[src/rtl/tpm_mgmt_pkg.sv]
`timescale 1ns/1ps
`default_nettype none
// ============================================================================
// Module   : tpm_mgmt_pkg
// Brief    : Shared TPM management constants and the command-parser state set.
// Revision : 1.0 - initial release
// ============================================================================
package tpm_mgmt_pkg;

  localparam logic [31:0] TPM_RC_SUCCESS      = 32'h0000_0000;
  localparam logic [31:0] TPM_RC_BAD_TAG      = 32'h0000_001E;
  localparam logic [31:0] TPM_RC_COMMAND_SIZE = 32'h0000_0142;

  localparam logic [15:0] TPM_ST_NO_SESSIONS  = 16'h8001;
  localparam logic [15:0] TPM_ST_SESSIONS     = 16'h8002;

  localparam int unsigned HDR_BYTES = 10;

  typedef enum logic [1:0] {
    S_HDR     = 2'd0,
    S_PARAM   = 2'd1,
    S_DRAIN   = 2'd2,
    S_PRESENT = 2'd3
  } parse_state_t;

endpackage
`default_nettype wire

[src/rtl/tpm_cmd_header_parser.sv]
`timescale 1ns/1ps
`default_nettype none
// ============================================================================
// Module   : tpm_cmd_header_parser
// Brief    : Parses a big-endian TPM 2.0 command stream into one command word.
// Revision : 1.0 - initial release
// ============================================================================
module tpm_cmd_header_parser
  import tpm_mgmt_pkg::*;
#(
  parameter int unsigned PARAM_BYTES  = 5,
  parameter int unsigned MAX_CMD_SIZE = 4096
) (
  input  logic                               clock_i,
  input  logic                               reset_i,
  input  logic [7:0]                         byte_i,
  input  logic                               byte_valid_i,
  output logic                               byte_ready_o,
  input  logic [7:0]                         locality_i,
  input  logic                               abort_i,
  output logic                               cmd_valid_o,
  input  logic                               cmd_ready_i,
  output logic [15:0]                        tag_o,
  output logic [31:0]                        cmd_size_o,
  output logic [31:0]                        tpm_cc_o,
  output logic [8*PARAM_BYTES-1:0]           param_o,
  output logic [$clog2(PARAM_BYTES+1)-1:0]   param_len_o,
  output logic [7:0]                         locality_o,
  output logic [31:0]                        hdr_rc_o
);

  localparam int unsigned c_cnt_w  = $clog2(MAX_CMD_SIZE + 1);
  localparam int unsigned c_plen_w = $clog2(PARAM_BYTES + 1);

  parse_state_t              r_state;
  parse_state_t              w_next_state;
  logic [c_cnt_w-1:0]        r_byte_cnt;
  logic [c_cnt_w-1:0]        w_byte_cnt_nxt;
  logic [c_plen_w-1:0]       r_param_len;
  logic [c_plen_w-1:0]       w_param_len_nxt;
  logic [15:0]               r_tag;
  logic [31:0]               r_cmd_size;
  logic [31:0]               r_tpm_cc;
  logic [8*PARAM_BYTES-1:0]  r_param;
  logic [7:0]                r_locality;
  logic [31:0]               r_hdr_rc;

  logic w_xfer;
  logic w_last_hdr;
  logic w_cnt_done;
  logic w_size_bad;
  logic w_size_min;
  logic w_tag_ok;
  logic w_param_full;

  assign byte_ready_o    = (r_state != S_PRESENT);
  assign cmd_valid_o     = (r_state == S_PRESENT);
  assign w_xfer          = byte_valid_i && byte_ready_o;

  assign w_byte_cnt_nxt  = r_byte_cnt + 1'b1;
  assign w_param_len_nxt = r_param_len + 1'b1;
  assign w_last_hdr      = (r_byte_cnt == c_cnt_w'(HDR_BYTES - 1));
  // Counter is bounded by MAX_CMD_SIZE, so zero-extension to 32 bits is exact.
  assign w_cnt_done      = ({{(32-c_cnt_w){1'b0}}, w_byte_cnt_nxt} == r_cmd_size);
  assign w_size_bad      = (r_cmd_size < 32'(HDR_BYTES)) || (r_cmd_size > 32'(MAX_CMD_SIZE));
  assign w_size_min      = (r_cmd_size == 32'(HDR_BYTES));
  assign w_tag_ok        = (r_tag == TPM_ST_NO_SESSIONS) || (r_tag == TPM_ST_SESSIONS);
  assign w_param_full    = (w_param_len_nxt == c_plen_w'(PARAM_BYTES));

  always_ff @(posedge clock_i or posedge reset_i) begin
    if (reset_i) begin
      r_state <= S_HDR;
    end else begin
      r_state <= w_next_state;
    end
  end

  always_comb begin
    w_next_state = r_state;
    case (r_state)
      S_HDR: begin
        if (w_xfer && w_last_hdr) begin
          if (w_size_bad || w_size_min) begin
            w_next_state = S_PRESENT;
          end else if (PARAM_BYTES > 0) begin
            w_next_state = S_PARAM;
          end else begin
            w_next_state = S_DRAIN;
          end
        end
      end
      S_PARAM: begin
        if (w_xfer) begin
          if (w_cnt_done) begin
            w_next_state = S_PRESENT;
          end else if (w_param_full) begin
            w_next_state = S_DRAIN;
          end
        end
      end
      S_DRAIN: begin
        if (w_xfer && w_cnt_done) begin
          w_next_state = S_PRESENT;
        end
      end
      S_PRESENT: begin
        if (cmd_ready_i) begin
          w_next_state = S_HDR;
        end
      end
      default: w_next_state = S_HDR;
    endcase
    // Abort overrides every other event, including a same-cycle handshake.
    if (abort_i) begin
      w_next_state = S_HDR;
    end
  end

  always_ff @(posedge clock_i or posedge reset_i) begin
    if (reset_i) begin
      r_byte_cnt  <= '0;
      r_param_len <= '0;
      r_tag       <= '0;
      r_cmd_size  <= '0;
      r_tpm_cc    <= '0;
      r_param     <= '0;
      r_locality  <= '0;
      r_hdr_rc    <= TPM_RC_SUCCESS;
    end else if (abort_i) begin
      r_byte_cnt  <= '0;
      r_param_len <= '0;
      r_param     <= '0;
      r_hdr_rc    <= TPM_RC_SUCCESS;
    end else begin
      case (r_state)
        S_HDR: begin
          if (w_xfer) begin
            r_byte_cnt <= w_byte_cnt_nxt;
            if (r_byte_cnt == '0) begin
              r_locality <= locality_i;
            end
            if (r_byte_cnt < c_cnt_w'(2)) begin
              r_tag <= {r_tag[7:0], byte_i};
            end else if (r_byte_cnt < c_cnt_w'(6)) begin
              r_cmd_size <= {r_cmd_size[23:0], byte_i};
            end else begin
              r_tpm_cc <= {r_tpm_cc[23:0], byte_i};
            end
            // Tag and size are already complete when the last header byte lands.
            if (w_last_hdr) begin
              if (w_size_bad) begin
                r_hdr_rc <= TPM_RC_COMMAND_SIZE;
              end else if (!w_tag_ok) begin
                r_hdr_rc <= TPM_RC_BAD_TAG;
              end else begin
                r_hdr_rc <= TPM_RC_SUCCESS;
              end
            end
          end
        end
        S_PARAM: begin
          if (w_xfer) begin
            r_byte_cnt  <= w_byte_cnt_nxt;
            r_param_len <= w_param_len_nxt;
            for (int i = 0; i < PARAM_BYTES; i++) begin
              if (c_plen_w'(i) == r_param_len) begin
                r_param[8*(PARAM_BYTES-1-i) +: 8] <= byte_i;
              end
            end
          end
        end
        S_DRAIN: begin
          if (w_xfer) begin
            r_byte_cnt <= w_byte_cnt_nxt;
          end
        end
        S_PRESENT: begin
          if (cmd_ready_i) begin
            r_byte_cnt  <= '0;
            r_param_len <= '0;
            r_param     <= '0;
          end
        end
        default: begin
          r_byte_cnt <= '0;
        end
      endcase
    end
  end

  assign tag_o       = r_tag;
  assign cmd_size_o  = r_cmd_size;
  assign tpm_cc_o    = r_tpm_cc;
  assign param_o     = r_param;
  assign param_len_o = r_param_len;
  assign locality_o  = r_locality;
  assign hdr_rc_o    = r_hdr_rc;

endmodule
`default_nettype wire

[config.mk]
export PLATFORM = sky130hd
export DESIGN_NAME = tpm_cmd_header_parser
export DESIGN_NICKNAME = d
export VERILOG_FILES = /design/src/rtl/tpm_mgmt_pkg.sv /design/src/rtl/tpm_cmd_header_parser.sv
export SDC_FILE = /design/constraint.sdc
export NUM_CORES = 1
export LEC_CHECK = 0
export CAP_MARGIN = 10
export CORE_MARGIN = 1.5
export CORE_UTILIZATION = 41
export DETAILED_ROUTE_END_ITERATION = 6
export MAX_ROUTING_LAYER = met4
export PLACE_DENSITY = 0.69
export SLEW_MARGIN = 5
export SYNTH_ARGS = -nofsm -noshare
export SYNTH_HDL_FRONTEND = slang
export SYNTH_SLANG_ARGS = --single-unit
[constraint.sdc]
create_clock -name clock_i -period 7.4 [get_ports clock_i]
set_clock_uncertainty 0.15 [all_clocks]
set_input_delay 1.48 -clock clock_i [delete_from_list [all_inputs] [get_ports clock_i]]
set_output_delay 1.48 -clock clock_i [all_outputs]
set_load 0.05 [all_outputs]
==> Word level (Yosys, flattened, before mapping) <==
Index checks and enable logic that the tools add are counted.
{ "word_totals": {"ff_bits": 178, "output_inout_bits": 165, "word_cells": 106} }
{ "op_classes": {"addsub": 2, "n_lt_le_gt_ge": 4, "eq_ne": 25, "muxes": 32, "bitwise": 3, "n_reduce_logical": 27} }
{ "ops": {"columns": ["cell", "count"], "rows": [
  ["32-bit 2-to-1 mux", 4],
  ["40-bit 2-to-1 mux", 3],
  ["40-bit one-hot mux with 2 select lines", 1],
  ["8-bit 2-to-1 mux", 5],
  ["13-bit 2-to-1 mux", 3],
  ["13-bit by 32-bit == test with 1-bit output", 1],
  ["16-bit == test, second input constant", 2],
  ["32-bit by 4-bit == test with 1-bit output, second input constant", 1],
  ["32-bit by 13-bit > comparator with 1-bit output, second input constant", 1],
  ["32-bit by 4-bit < comparator with 1-bit output, second input constant", 1],
  ["4-bit AND reduction", 7],
  ["13-bit one-hot mux with 2 select lines", 1],
  ["3-bit inequality test, second input constant", 8],
  ["2-bit 2-to-1 mux", 8],
  ["5-bit AND reduction", 3],
  ["13-bit by 1-bit adder with 13-bit output, second input constant", 1],
  ["13-bit by 4-bit == test with 1-bit output, second input constant", 1],
  ["13-bit logical NOT", 1],
  ["13-bit by 2-bit < comparator with 1-bit output, second input constant", 1],
  ["13-bit by 3-bit < comparator with 1-bit output, second input constant", 1],
  ["3-bit 2-to-1 mux", 3],
  ["9-bit 2-to-1 mux", 1],
  ["2-bit one-hot mux with 4 select lines", 1],
  ["2-bit by 3-bit == test with 1-bit output, first input constant", 2],
  ["other kinds (22)", 32]
]} }

==> Depth between registers and ports, before layout <==
Gate-level depths: netlist of run 1.
{ "depth": {"ltp_word": 8, "ltp_mapped": 10, "mapped_depth_nobuf": 9} }

==> Worst setup path before layout of run 1 <==
OpenSTA, ideal clock, no wires.
{ "synth_path": {"kind": "in2reg", "start": "input port byte_valid_i", "end": "register r_param[10], in the netlist param_o[10]", "setup_time_ps": 125, "arrival_time_ps": 3158, "required_ps": 7125, "path_slack_ps": 3967, "cell_stages": 7, "cell_sequence": "clkbuf_1 -> nor2b_1 -> a211o_1 -> clkbuf_1 -> o21a_1 -> clkbuf_1 -> mux2_2"} }
{ "synth_via": {"elab_chain_len": 3} }
{ "synth_rtl": {"columns": ["element", "line_no", "source"], "rows": [
  ["start: declaration", "tpm_cmd_header_parser.sv:17", "input logic byte_valid_i,"],
  ["1-bit logical AND", "tpm_cmd_header_parser.sv:58", "assign w_xfer = byte_valid_i && byte_ready_o;"],
  ["3-bit inequality test (no source line)", null, null],
  ["4-bit AND reduction (no source line)", null, null],
  ["end signal: indexed assignment", "tpm_cmd_header_parser.sv:167", "r_param[8*(PARAM_BYTES-1-i) +: 8] <= byte_i;"],
  ["end: declaration", "tpm_cmd_header_parser.sv:44", "logic [8*PARAM_BYTES-1:0] r_param;"]
]} }
No other way between the ends.
A chain may end at the register's enable or synchronous reset.

==> Final worst setup path of run 1 <==
{ "layout_path": {"start": "input port abort_i", "end": "register r_cmd_size[31], in the netlist cmd_size_o[31]"} }
{ "layout_via": {"elab_chain_len": 2} }
{ "layout_rtl": {"columns": ["element", "line_no", "source"], "rows": [
  ["start: declaration", "tpm_cmd_header_parser.sv:20", "input logic abort_i,"],
  ["1-bit inverter (no source line)", null, null],
  ["5-bit AND reduction (no source line)", null, null],
  ["end signal: assignment", "tpm_cmd_header_parser.sv:145", "r_cmd_size <= {r_cmd_size[23:0], byte_i};"],
  ["end: declaration", "tpm_cmd_header_parser.sv:42", "logic [31:0] r_cmd_size;"]
]} }
No other way between the ends.

==> flow_summary.ini, run 1 <==
[final_layout]
area_growth_syn_to_layout_pct = 31.41
antennaDiodeCount = 0
drive_gt1_share_pct = 20.00
stdcell_count = 970
nNetsFinal = 776
fin_area_sq_mm = 0.009303

[setup_path]
setup.worst_path.start = abort_i
cp_data_arrival_time_ps = 4610
start_kind = primary input
crit_fanout = 28
cp.required_ps = 7550
path_class = primary input to flip-flop
reg2reg_from = r_state[1]
end_kind = flip-flop

[run_status]
status = complete, no violations

[die]
floorplan.die.width_um = 134.4
rows = 47
fp.dieH_um = 134.4
die_area_sq_mm = 0.01806
start_util_pct = 42.39
coreArea_sq_mm = 0.01670
io_pins = 186

[yosys]
synthTopCellsByCount = dfrtp_1, mux2_2, o21ai_0, nand2_1, buf_4
synth_edf_count = 0
synth_top_area_share_pct = 52.67
yosysMostFrequentCell = dfrtp_1
synthXorXnorAreaFrac_pct = 2.421
ys_seq_area_share_pct = 52.67
synth_seq_cells = 149
syn_avg_cell_area_sq_um = 11.94
syn_inst = 593
ys_warn_count = 0
synth-async-reset-ratio_pct = 100.0
synthDistinctLibCells = 62
synth-compound-area-share_pct = 7.830
synth_fa_ha_area_share_pct = 2.474
ys.flop_type = dfrtp_1
yosysTopAreaCell = dfrtp_1
synth_top_family_by_area = multiplexers
synthSimpleGateAreaFrac_pct = 11.89
netlist_area_sq_mm = 0.007079
yosys-top-cells-area = dfrtp_1, mux2_2, buf_4, o21ai_0, ha_1
synth.area.mux_share_pct = 16.68

[grt]
groute.usage.overall_pct = 20.25
grt_pass1_wl_um = 27520
first_global_vias = 5155
antenna_found_initial = 0
grt_start_max_net_pins = 88
overflow = 0

[job]
drv_cap = 0

[cts]
cts_tree = done
htreeDepth = 4
cts_resized = 0
cts_hold_buf = 0
clock-sinks = 149
clk_pin_slew_ps = 60
postCtsSetupBuffers = 0
clockBufferDepth = 2
clock_latency_ps = 420
clock-root-buffer = clkbuf_16
cts_buffers = 17

[drt]
met2_length_um = 8411
drtAntennaViolNets = 0
viasPerCell = 5.223
wl_met3_um = 1162
first_iter_violations = 234
routed_wl_um = 17390
topRoutingLayerUsed = met4
vias = 5066
firstDrtPassIters = 4
drc = 0
avgRoutedWirePerCell_um = 17.93
wl_met1_um = 7618

[sta]
post-route-period-util_pct = 60.30
fin_setup_tns_ps = 0
worst_pin_slew_ps = 1023
max_freq_mhz = 224.1
finalSetupViolCount = 0
whs_ps = 329.5
hold_violations = 0
rsz0062_at_grt = no
fin_crit_ps = 4462
slew_headroom_pct = 31.66
finalMaxSlewViolations = 0

[power_and_ir_drop]
power_mw = 3.749
clockPowerShare_pct = 23.5
peakVddDrop_uv = 369.3
seqPwrFrac_pct = 32.4
switchingPower_mw = 1.591
sw_frac_of_total_pct = 42.43
internal_power_mw = 2.159
power_frac_comb_pct = 44.0
power.density_mw_per_mm2 = 403.0
leakagePower_nw = 4.053

[placement]
hpwlAfterDp_um = 12180
post_dp_cell_area_sq_mm = 0.008703
place.gp.congestion = 0.8097
dp_cells = 942
portBuffers = 159

[min_path]
min_from = param_o[28]
worstHoldPathType = flip-flop to flip-flop
-- logic make-up after synthesis --
group                      Yosys count
AOI/OAI and AO/OA                   89
xor gates and xnor gates            18
adders and majority gates           14
buffers and inverters               70
DFF                                149
muxes                              105
other                                1
and+or+nand+nor                    147
-- stage by stage --
stage	util [%]	setup slack, ps
5_1_grt	55.70	2656
3_3_place_gp	52.11	2614
6_report	55.70	2938
2_1_floorplan	-	1762
3_5_place_dp	52.11	2497
4_1_cts	55.70	2925
-- layer usage --
metal  global-route usage [%]  vias up
li1                         -     2337
met1                    25.91     2533
met2                    31.68      181
met3                    5.140       15
met4                    6.452        0
met5                        -        -
-- layout make-up --
cell class / count / area, sq um
Inverter: 12 / 50.05
Clock buffer: 19 / 442.9
Multi-Input combinational cell: 399 / 3035
Clock inverter: 9 / 156.4
Fill cell: 1407 / 7398
Tap cell: 220 / 275.3
Timing Repair Buffer: 162 / 1614
Sequential cell: 149 / 3729
-- flip-flops by register name, indices dropped and copies added (netlist names) --
signal,flops
cmd_size_o,32
hdr_rc_o,3
locality_o,8
param_len_o,3
param_o,40
r_byte_cnt,13
r_state,2
tag_o,16
tpm_cc_o,32
-- worst paths after layout --
| path | depth (start not counted) | slack, ps | to |
|---|---|---|---|
| hold reg to reg | 2 | 330 | param_o[28] |
| hold / removal | 2 | 330 | param_o[28] |
| max in group asynchronous | 3 | 4330 | param_len_o[2] |
| setup reg to reg | 6 | 3890 | cmd_size_o[31] |
| min in group asynchronous | 2 | 1460 | tpm_cc_o[21] |
| setup / recovery | 6 | 2940 | cmd_size_o[31] |
-- critical path, cell delays in order --
cell	delay [ps]
clkdlybuf4s50_1	610
nor2_2	860
nand4_2	310
nor2_2	560
buf_4	390
mux2_2	370
-- cells in the final DEF (no fill, tap or decap), drive strengths merged, types with 13 or more instances in the layout --
cell / count
clkdlybuf4s50: 159
dfrtp: 149
mux2: 104
o21ai: 50
nand2: 46
conb: 26
clkbuf: 19
nor2: 18
ha: 14
nor4: 13
-- power by group through the flow --
stage	combinational, mW	clock [mW]	sequential (mW)
5_1_grt	1.73	0.933	1.24
3_5_place_dp	1.65	0	1.22
4_1_cts	1.66	0.898	1.22
6_report	1.65	0.882	1.22
3_3_place_gp	1.63	0	1.22
2_1_floorplan	0.498	0	1.82
Note: power is estimated with default switching activity, not from simulation.
==> inputs of run 2 (changes only) <==
==> constraint.sdc (replaced) <==
create_clock -name clock_i -period 4.51 [get_ports clock_i]
set_clock_uncertainty 0.15 [all_clocks]
set_input_delay 0.902 -clock clock_i [delete_from_list [all_inputs] [get_ports clock_i]]
set_output_delay 0.902 -clock clock_i [all_outputs]
set_load 0.05 [all_outputs]
==> run 2 against run 1 <==
  * Global-route usage up 0.53 points
  * Register-to-register slack worse by 2300 ps
  * Die area unchanged
  * Power up 65%
  * Count of clock-buffer cells in the layout up 3
  * Design area up 0.73%
  * Clock power up 67%
  * Via count down 0.32%
  * Non-clock buffer count up 5
  * Utilization up 0.40 points
==> flow_summary.ini, run 2 (same netlist as run 1, synthesis figures left out) <==
[cts]
cts_hold_buf = 0
clock-root-buffer = clkbuf_16
cts_buffers = 17
clockBufferDepth = 2
htreeDepth = 4
cts_tree = done
cts_resized = 0
postCtsSetupBuffers = 0
clock_latency_ps = 410
clk_pin_slew_ps = 60
clock-sinks = 149

[final_layout]
nNetsFinal = 781
area_growth_syn_to_layout_pct = 32.36
antennaDiodeCount = 0
layout_common_cells = clkdlybuf4s50_1, dfrtp_1, mux2_2, o21ai_0, nand2_1
mostFrequentLayoutCell = clkdlybuf4s50_1
largest_register_ffs = 40
fill_cells = 1406
drive_gt1_share_pct = 20.82

[sta]
hold_violations = 0
max_freq_mhz = 320.6
slew_headroom_pct = 50.41
rsz0062_at_grt = no
fin_setup_tns_ps = 0
post-route-period-util_pct = 69.16
worst_pin_slew_ps = 742.3
fin_crit_ps = 3119
finalMaxSlewViolations = 0
finalSetupViolCount = 0
fin_ws_ps = 1391

[setup_path]
path_class = flip-flop to output port
start_kind = flip-flop
r2r_slack_ps = 1570
r2r.worst_path.cells = 5
cp.required_ps = 3460
end_kind = output port
crit_fanout = 7
cp_data_arrival_time_ps = 2070

[grt]
grt_pass1_wl_um = 28310
grt_start_max_net_pins = 56
first_global_vias = 5306
overflow = 0
antenna_found_initial = 0
groute.usage.overall_pct = 20.78

[die]
fp.dieH_um = 134.4
die_area_sq_mm = 0.01806
floorplan.die.width_um = 134.4
start_util_pct = 42.39
io_pins = 186
rows = 47
coreArea_sq_mm = 0.01670

[power_and_ir_drop]
peakVddDrop_uv = 406.9
power.density_mw_per_mm2 = 659.7
leakagePower_nw = 4.089

[drt]
vias = 5050
first_iter_violations = 216
viasPerCell = 5.158
drtAntennaViolNets = 0
firstDrtPassIters = 4
routed_wl_um = 17350
drc = 0
avgRoutedWirePerCell_um = 17.72

[min_path]
hold-path-cell-count = 2
worstHoldPathType = flip-flop to flip-flop

[placement]
place.gp.congestion = 0.8333
hpwlAfterDp_um = 12420
dp_slack_ps = 992.0
portBuffers = 159

[run_status]
status = complete, no violations

[job]
drv_cap = 0
-- run 2: cell types whose count changed in the layout (fill, tap and decap cells not counted), sizes merged --
cell | previous run | this run
inv | 12 | 14
buf | 3 | 8
bufinv | 4 | 3
clkinv | 2 | 1
clkinvlp | 3 | 4
clkbuf | 19 | 22
-- run 2: path summary, 6_finish.rpt --
kind | to | from
setup / recovery | cmd_valid_o | r_state[1]
min in group asynchronous | tpm_cc_o[21] | reset_i
max in group asynchronous | param_o[25] | reset_i
setup reg to reg | tag_o[13] | r_byte_cnt[5]
hold reg to reg | param_o[25] | param_o[25]
hold / removal | param_o[25] | param_o[25]
-- run 2: power by group --
group / internal, mW / switching, mW / leakage [nW]
registers: 1.65 / 0.338 / 1.95
clock network: 0.920 / 0.550 / 0.294
logic: 0.963 / 1.76 / 1.84
-- run 2: per-layer routing --
layer  global-route usage (%)  share of wire, %  vias up
met5                        -                 0        -
met3                    6.160               6.9       19
met4                    6.033               1.5        0
met2                    32.54                48      163
met1                    26.22                43     2507
li1                         -                 -     2361
-- run 2: final cells by class --
type                       instances  area, sq um  area share [%]
multi-input combinational        399         3035           32.39
sequential                       149         3729           39.79
clock inverter                    10        143.9           1.536
timing repair buffer             167         1664           17.76
clock buffer                      22        474.2           5.061
inverter                          12        48.80          0.5208
tap                              220        275.3           2.938
-- run 2: stage by stage --
| stage | instances | power [mW] | hold WS, ps | utilization, % | cell area (sq um) |
|---|---|---|---|---|---|
| finish | 979 | 6.181 | 328.9 | 56.11 | 9370 |
| global route | 979 | 6.462 | 365.9 | 56.11 | 9370 |
| CTS | 979 | 6.222 | 333.3 | 56.11 | 9370 |
| detailed placement | 947 | 4.732 | 319.7 | 52.40 | 8752 |
| global placement | 947 | 4.682 | 317.5 | 52.40 | 8752 |
| floorplan | 618 | 3.806 | 368.7 | - | 7177 |
-- run 2: worst max-delay path, cell delays in order (launching register included) --
cell and delay [ps]:
dfrtp_1 440, ha_1 360, clkdlybuf4s50_1 860
